===== config.mk =====
export PLATFORM = sky130hd
export DESIGN_NAME = ram_sdp_be
export DESIGN_NICKNAME = d
export VERILOG_FILES = /design/src/rtl/ram_sdp_be.sv
export SDC_FILE = /design/constraint.sdc
export NUM_CORES = 2
export LEC_CHECK = 0
export ABC_CLOCK_PERIOD_IN_PS = 11900
export CAP_MARGIN = 20
export CORE_ASPECT_RATIO = 0.9
export CORE_MARGIN = 2
export CORE_UTILIZATION = 55
export DETAILED_ROUTE_END_ITERATION = 10
export GPL_TIMING_DRIVEN = 0
export MAX_ROUTING_LAYER = met4
export PLACE_DENSITY = 0.68
export SLEW_MARGIN = 30
export SYNTH_ARGS = -nofsm -noshare
export SYNTH_HDL_FRONTEND = slang
export SYNTH_SLANG_ARGS = --single-unit

===== constraint.sdc =====
create_clock -name clk -period 11.9 [get_ports clk]
set_input_delay 2.975 -clock clk [delete_from_list [all_inputs] [get_ports clk]]
set_output_delay 2.975 -clock clk [all_outputs]
set_load 0.01 [all_outputs]

===== src/rtl/ram_sdp_be.sv =====
// ram_sdp_be: simple-dual-port RAM with byte enables, selectable read-during-write policy,
// optional output register and post-reset zero fill. Lane parity is built when RAM_SDP_PARITY_EN is defined.
module ram_sdp_be #(
  parameter int DATA_W       = 32,
  parameter int ADDR_W       = 7,
  parameter int BYTE_W       = 8,
  parameter int RDW_MODE     = 0,
  parameter int OUT_REG      = 0,
  parameter int CLEAR_ON_RST = 1
) (
  input  logic                     clk,
  input  logic                     rst,
  input  logic                     wr_en_i,
  input  logic [ADDR_W-1:0]        wr_addr_i,
  input  logic [DATA_W-1:0]        wr_data_i,
  input  logic [DATA_W/BYTE_W-1:0] wr_be_i,
  input  logic                     wr_par_inv_i,
  input  logic                     rd_en_i,
  input  logic [ADDR_W-1:0]        rd_addr_i,
  output logic [DATA_W-1:0]        rd_data_o,
  output logic                     rd_valid_o,
  output logic                     busy_o,
  output logic                     parity_err_o
);

  // state   | meaning
  // S_CLEAR | zero-filling the array at clr_addr_q, requests ignored
  // S_READY | normal read/write operation

  localparam int NB    = DATA_W / BYTE_W;
  localparam int DEPTH = 1 << ADDR_W;
  localparam logic [ADDR_W-1:0] LAST_ADDR = '1;

  typedef enum logic {S_CLEAR, S_READY} state_e;

  state_e              state_q;
  logic [ADDR_W-1:0]   clr_addr_q;
  logic                clearing;
  logic                wr_acc;
  logic                rd_acc;

  logic                mw_en;
  logic [ADDR_W-1:0]   mw_addr;
  logic [DATA_W-1:0]   mw_data;
  logic [NB-1:0]       mw_be;

  logic [NB-1:0][BYTE_W-1:0] mem_q [DEPTH];

  logic [DATA_W-1:0]   rd_word;
  logic [DATA_W-1:0]   byp_word;
  logic                same_addr;
  logic [DATA_W-1:0]   rd1_data_d;
  logic [DATA_W-1:0]   rd1_data_q;
  logic                rd1_valid_q;
  logic                rd1_perr;

  always_ff @(posedge clk) begin
    if (rst) begin
      state_q    <= (CLEAR_ON_RST != 0) ? S_CLEAR : S_READY;
      clr_addr_q <= '0;
    end else if (state_q == S_CLEAR) begin
      clr_addr_q <= clr_addr_q + 1'b1;
      if (clr_addr_q == LAST_ADDR) state_q <= S_READY;
    end
  end

  assign busy_o   = rst | (state_q == S_CLEAR);
  assign clearing = (state_q == S_CLEAR) & ~rst;
  assign wr_acc   = wr_en_i & ~busy_o;
  assign rd_acc   = rd_en_i & ~busy_o;

  // The clear sequencer and the user write share the single write port.
  always_comb begin
    mw_en   = clearing | wr_acc;
    mw_addr = clearing ? clr_addr_q : wr_addr_i;
    mw_data = clearing ? '0 : wr_data_i;
    mw_be   = clearing ? '1 : wr_be_i;
  end

  always_ff @(posedge clk) begin
    if (mw_en) begin
      for (int i = 0; i < NB; i++) begin
        if (mw_be[i]) mem_q[mw_addr][i] <= mw_data[i*BYTE_W +: BYTE_W];
      end
    end
  end

  always_comb begin
    rd_word   = mem_q[rd_addr_i];
    byp_word  = rd_word;
    for (int i = 0; i < NB; i++) begin
      if (wr_be_i[i]) byp_word[i*BYTE_W +: BYTE_W] = wr_data_i[i*BYTE_W +: BYTE_W];
    end
    same_addr  = wr_acc & (wr_addr_i == rd_addr_i);
    rd1_data_d = ((RDW_MODE != 0) && same_addr) ? byp_word : rd_word;
  end

  always_ff @(posedge clk) begin
    if (rst) begin
      rd1_valid_q <= 1'b0;
      rd1_data_q  <= '0;
    end else begin
      rd1_valid_q <= rd_acc;
      if (rd_acc) rd1_data_q <= rd1_data_d;
    end
  end

`ifdef RAM_SDP_PARITY_EN
  function automatic logic [NB-1:0] lane_par(input logic [DATA_W-1:0] d);
    logic [NB-1:0] p;
    p = '0;
    for (int i = 0; i < NB; i++) p[i] = ^d[i*BYTE_W +: BYTE_W];
    return p;
  endfunction

  logic [NB-1:0] par_q [DEPTH];
  logic [NB-1:0] mw_par;
  logic [NB-1:0] wr_par_calc;
  logic [NB-1:0] rd_par_word;
  logic [NB-1:0] rd1_par_d;
  logic [NB-1:0] rd1_par_q;
  logic [NB-1:0] rd1_par_calc;

  // The inversion is a fault-injection hook and never applies to clear writes.
  assign mw_par      = lane_par(mw_data) ^ {NB{wr_par_inv_i & ~clearing}};
  assign wr_par_calc = lane_par(wr_data_i);

  always_ff @(posedge clk) begin
    if (mw_en) begin
      for (int i = 0; i < NB; i++) begin
        if (mw_be[i]) par_q[mw_addr][i] <= mw_par[i];
      end
    end
  end

  always_comb begin
    rd_par_word = par_q[rd_addr_i];
    rd1_par_d   = rd_par_word;
    if ((RDW_MODE != 0) && same_addr) begin
      for (int i = 0; i < NB; i++) begin
        if (wr_be_i[i]) rd1_par_d[i] = wr_par_calc[i];
      end
    end
  end

  always_ff @(posedge clk) begin
    if (rst) begin
      rd1_par_q <= '0;
    end else if (rd_acc) begin
      rd1_par_q <= rd1_par_d;
    end
  end

  assign rd1_par_calc = lane_par(rd1_data_q);
  assign rd1_perr     = rd1_valid_q & (|(rd1_par_calc ^ rd1_par_q));
`else
  logic unused_par_inv;
  assign unused_par_inv = wr_par_inv_i;
  assign rd1_perr       = 1'b0;
`endif

  generate
    if (OUT_REG != 0) begin : g_out_reg
      logic              rd2_valid_q;
      logic              rd2_perr_q;
      logic [DATA_W-1:0] rd2_data_q;

      always_ff @(posedge clk) begin
        if (rst) begin
          rd2_valid_q <= 1'b0;
          rd2_perr_q  <= 1'b0;
          rd2_data_q  <= '0;
        end else begin
          rd2_valid_q <= rd1_valid_q;
          rd2_perr_q  <= rd1_perr;
          if (rd1_valid_q) rd2_data_q <= rd1_data_q;
        end
      end

      assign rd_data_o    = rd2_data_q;
      assign rd_valid_o   = rd2_valid_q;
      assign parity_err_o = rd2_perr_q;
    end else begin : g_out_comb
      assign rd_data_o    = rd1_data_q;
      assign rd_valid_o   = rd1_valid_q;
      assign parity_err_o = rd1_perr;
    end
  endgenerate

endmodule


==> results.sh <==
export IMPL_cts_max_path_buffers=4
export IMPL_p_leak_nw=58.9
export IMPL_io_pins=90
export IMPL_clock_latency_ps=1020
export IMPL_synth_net_count=8015
export IMPL_netlist_instances=7959
export IMPL_cts_root_buf="clkbuf_16"
export IMPL_min_path_cells=2
export IMPL_cpPeakStageDelay_ps=1040
export IMPL_ir_worst_vdd_uv=154
export IMPL_core_area_um2=291000
export IMPL_finalSetupTns_ps=0
export IMPL_grt_setup_unrepaired="false"
export IMPL_fillCellCount=19757
export IMPL_wire_per_inst_um=48.1
export IMPL_cp_num_buf_inv=6
export IMPL_die_area_um2=297000
export IMPL_arrival_ps=9090
export IMPL_via_per_inst=7.23
export IMPL_drt_first_pass_iters=6
export IMPL_path_cells="clkdlybuf4s50_1, buf_4, buf_4, buf_4, buf_4, buf_4, mux2i_1, a221oi_1, o211ai_1, o211ai_1"
export IMPL_net_switching_power_w=0.00737
export IMPL_power_density_nw_per_um2=170
export IMPL_synth_edff_count=4096
export IMPL_end_kind="flip-flop"
export IMPL_post_cts_buffers=0
export IMPL_fin_crit_sh_pct=69.3
export IMPL_hold_viol=0
export IMPL_yosysUniqueCellTypes=74
export IMPL_wl_um=624000
export IMPL_cts_tree="yes"
export IMPL_synth_area_leader_cell="edfxtp_1"
export IMPL_swShare_pct=23.6
export IMPL_cts_sinks=4137
export IMPL_path_delay_family="buffers and inverters"
export IMPL_syn_area_um2=161000
export IMPL_period_needed_ps=8250
export IMPL_crit_path_max_fanout=11
export IMPL_dieWidth_um=575
export IMPL_clock_skew_final_ps=75.8
export IMPL_synth_seq_cells=4137
export IMPL_drv_cap=0
export IMPL_drt_initial_drc_count=19250
export IMPL_slowest_stage="clkdlybuf4s50_1"
export IMPL_grt_pass1_wl_um=805000
export IMPL_routed_via_count=93729
export IMPL_yosys_most_used_dff="edfxtp_1"
export IMPL_async_reset_ff_share_pct=0
export IMPL_synth_area_leaders="edfxtp_1, mux4_2, mux2i_1"
export IMPL_final_nets=8639
export IMPL_p_int_w=0.0239
export IMPL_synth_avg_cell_area_um2=20.3
export IMPL_place_congestion=1.13
export IMPL_io_buffers=81
export IMPL_setup_viol=0
export IMPL_remaining_drc_errors=0
export IMPL_grt_pass1_vias=85813
export IMPL_yosysTopAreaCellShare_pct=76.3
export IMPL_worst_path_stages=10
export IMPL_yosysSeqAreaShare_pct=76.8
export IMPL_die_h_um=518
export IMPL_status="complete, no violations"
export IMPL_cts_hold_buf=0
export IMPL_slew_viol_final=0
export IMPL_grtUsageTotal_pct=43.0
export IMPL_worstHoldPathType="reg2reg"
export IMPL_seq_power_share_pct=51.3
export IMPL_crit_type="in2reg"
export IMPL_rows=188
export IMPL_drive_gt1_share_pct=24.8
export IMPL_cp_common_cell="buf_4"
export IMPL_r2r_cells=7
export IMPL_fin_cells=12966
export IMPL_pwr_share_comb_pct=7.1
export IMPL_final_common_cell="edfxtp_1"
export IMPL_start_util_pct=55.3
export IMPL_max_freq_ghz=0.121
export IMPL_numPlacedInstances=12069
export IMPL_antenna_found_initial=87
export IMPL_cts_made_buffers=402
export IMPL_worst_ep_required_time_ps=12740
export IMPL_clk_pin_slew_ps=60
export IMPL_ctsHtreeMaxLevel=5
export IMPL_postRouteAntennaNets=0
export IMPL_area_growth_syn_to_layout_pct=14.2
export IMPL_tightest_slew_ps=1320
export IMPL_final_cell_mix="edfxtp_1, mux4_2, nor2_1, mux2i_1, clkbuf_16"
export IMPL_clkPwrFrac_pct=41.6
export IMPL_grt_start_max_net_pins=58
export IMPL_max_slew_margin_rel_pct=10.8
export IMPL_grt_overflow=0
export IMPL_dpl_hpwl_um=450000
export IMPL_cts_resized=0
export IMPL_yosysWarnings=0
export IMPL_critPathLaunchType="input pin"
-- flip-flops by register name, indices dropped and copies added, names as in the netlist --
name,cells
clr_addr_q,7
mem_q,4096
rd_data_o,32
rd_valid_o,1
state_q,1
-- tightest hold or removal path: stages (launching register included) --
cell and delay (ps):
dfxtp_1 330, nand2_1 70, o211ai_1 80
-- path summary, 6_finish.rpt --
check	from	endpoint	slack, ps
worst max-delay path	rd_addr_i[1]	rd_data_o[16]$_SDFFE_PP0P_	3650
worst min-delay path	rd_data_o[21]$_SDFFE_PP0P_	rd_data_o[21]$_SDFFE_PP0P_	540
worst max register to register	state_q$_SDFF_PP0_	mem_q[63][13]$_DFFE_PP_	7040
worst min register to register	rd_data_o[21]$_SDFFE_PP0P_	rd_data_o[21]$_SDFFE_PP0P_	540
-- power groups by stage --
| stage | Sequential, W | Combinational, W | Clock [W] |
|---|---|---|---|
| 6_report | 0.0161 | 0.00222 | 0.0130 |
| 4_1_cts | 0.0161 | 0.00208 | 0.0129 |
| 5_1_grt | 0.0160 | 0.00217 | 0.0135 |
| 2_1_floorplan | 0.0164 | 0.000893 | 0 |
| 3_5_place_dp | 0.0164 | 0.00208 | 0 |
| 3_3_place_gp | 0.0164 | 0.00190 | 0 |
-- routing by layer --
layer,track usage (%),part of all wire (%),vias up
met2,55.7,41,8605
met3,20.2,18,1639
li1,-,-,34321
met5,-,0,-
met4,26.8,7.8,0
met1,54.6,34,49164
-- cells in the mapped netlist, types with 31 or more instances --
library cell	instances
a21oi_1	92
clkbuf_1	177
nor2_1	599
buf_4	102
mux2_2	97
o221ai_1	55
o211ai_1	31
o22ai_1	96
a221oi_1	79
mux4_2	808
mux2i_1	450
buf_6	41
a211oi_1	78
and2_1	65
edfxtp_1	4096
dfxtp_1	41
nand4_1	37
buf_2	142
nand2_1	348
and3_1	57
a22oi_1	80
-- logic make-up after synthesis --
logic type	Yosys count	share of synthesized area (%)
other	1	0.00233
xor gates and xnor gates	5	0.0272
and+or+nand+nor	1234	3.31
DFF	4137	76.8
muxes	1358	14.8
adders and majority gates	1	0.00776
AOI/OAI and AO/OA	722	3.32
buffers and inverters	501	1.74
-- metrics by stage --
step                util [%]  cell area (um^2)  worst slack, ps  power (W)  hold slack (ps)
floorplan                  -            161000             5290     0.0173              495
global placement        57.3            167000             1230     0.0183              516
detailed placement      58.5            170000             3050     0.0184              528
CTS                     63.0            184000             4100     0.0311              536
global route            63.2            184000             4090     0.0317              556
finish                  63.2            184000             3650     0.0313              537
-- layout make-up --
type	count	area, um^2	area share (%)
antenna	153	383	0.208
buffer	496	2910	1.58
clock buffer	486	10600	5.76
clock inverter	253	2610	1.41
inverter	5	18.8	0.0102
multi-input combinational	3321	35500	19.3
sequential	4137	124000	67.2
tap	3895	4870	2.65
timing repair buffer	220	3420	1.86
(Power assumes the default switching activity.)
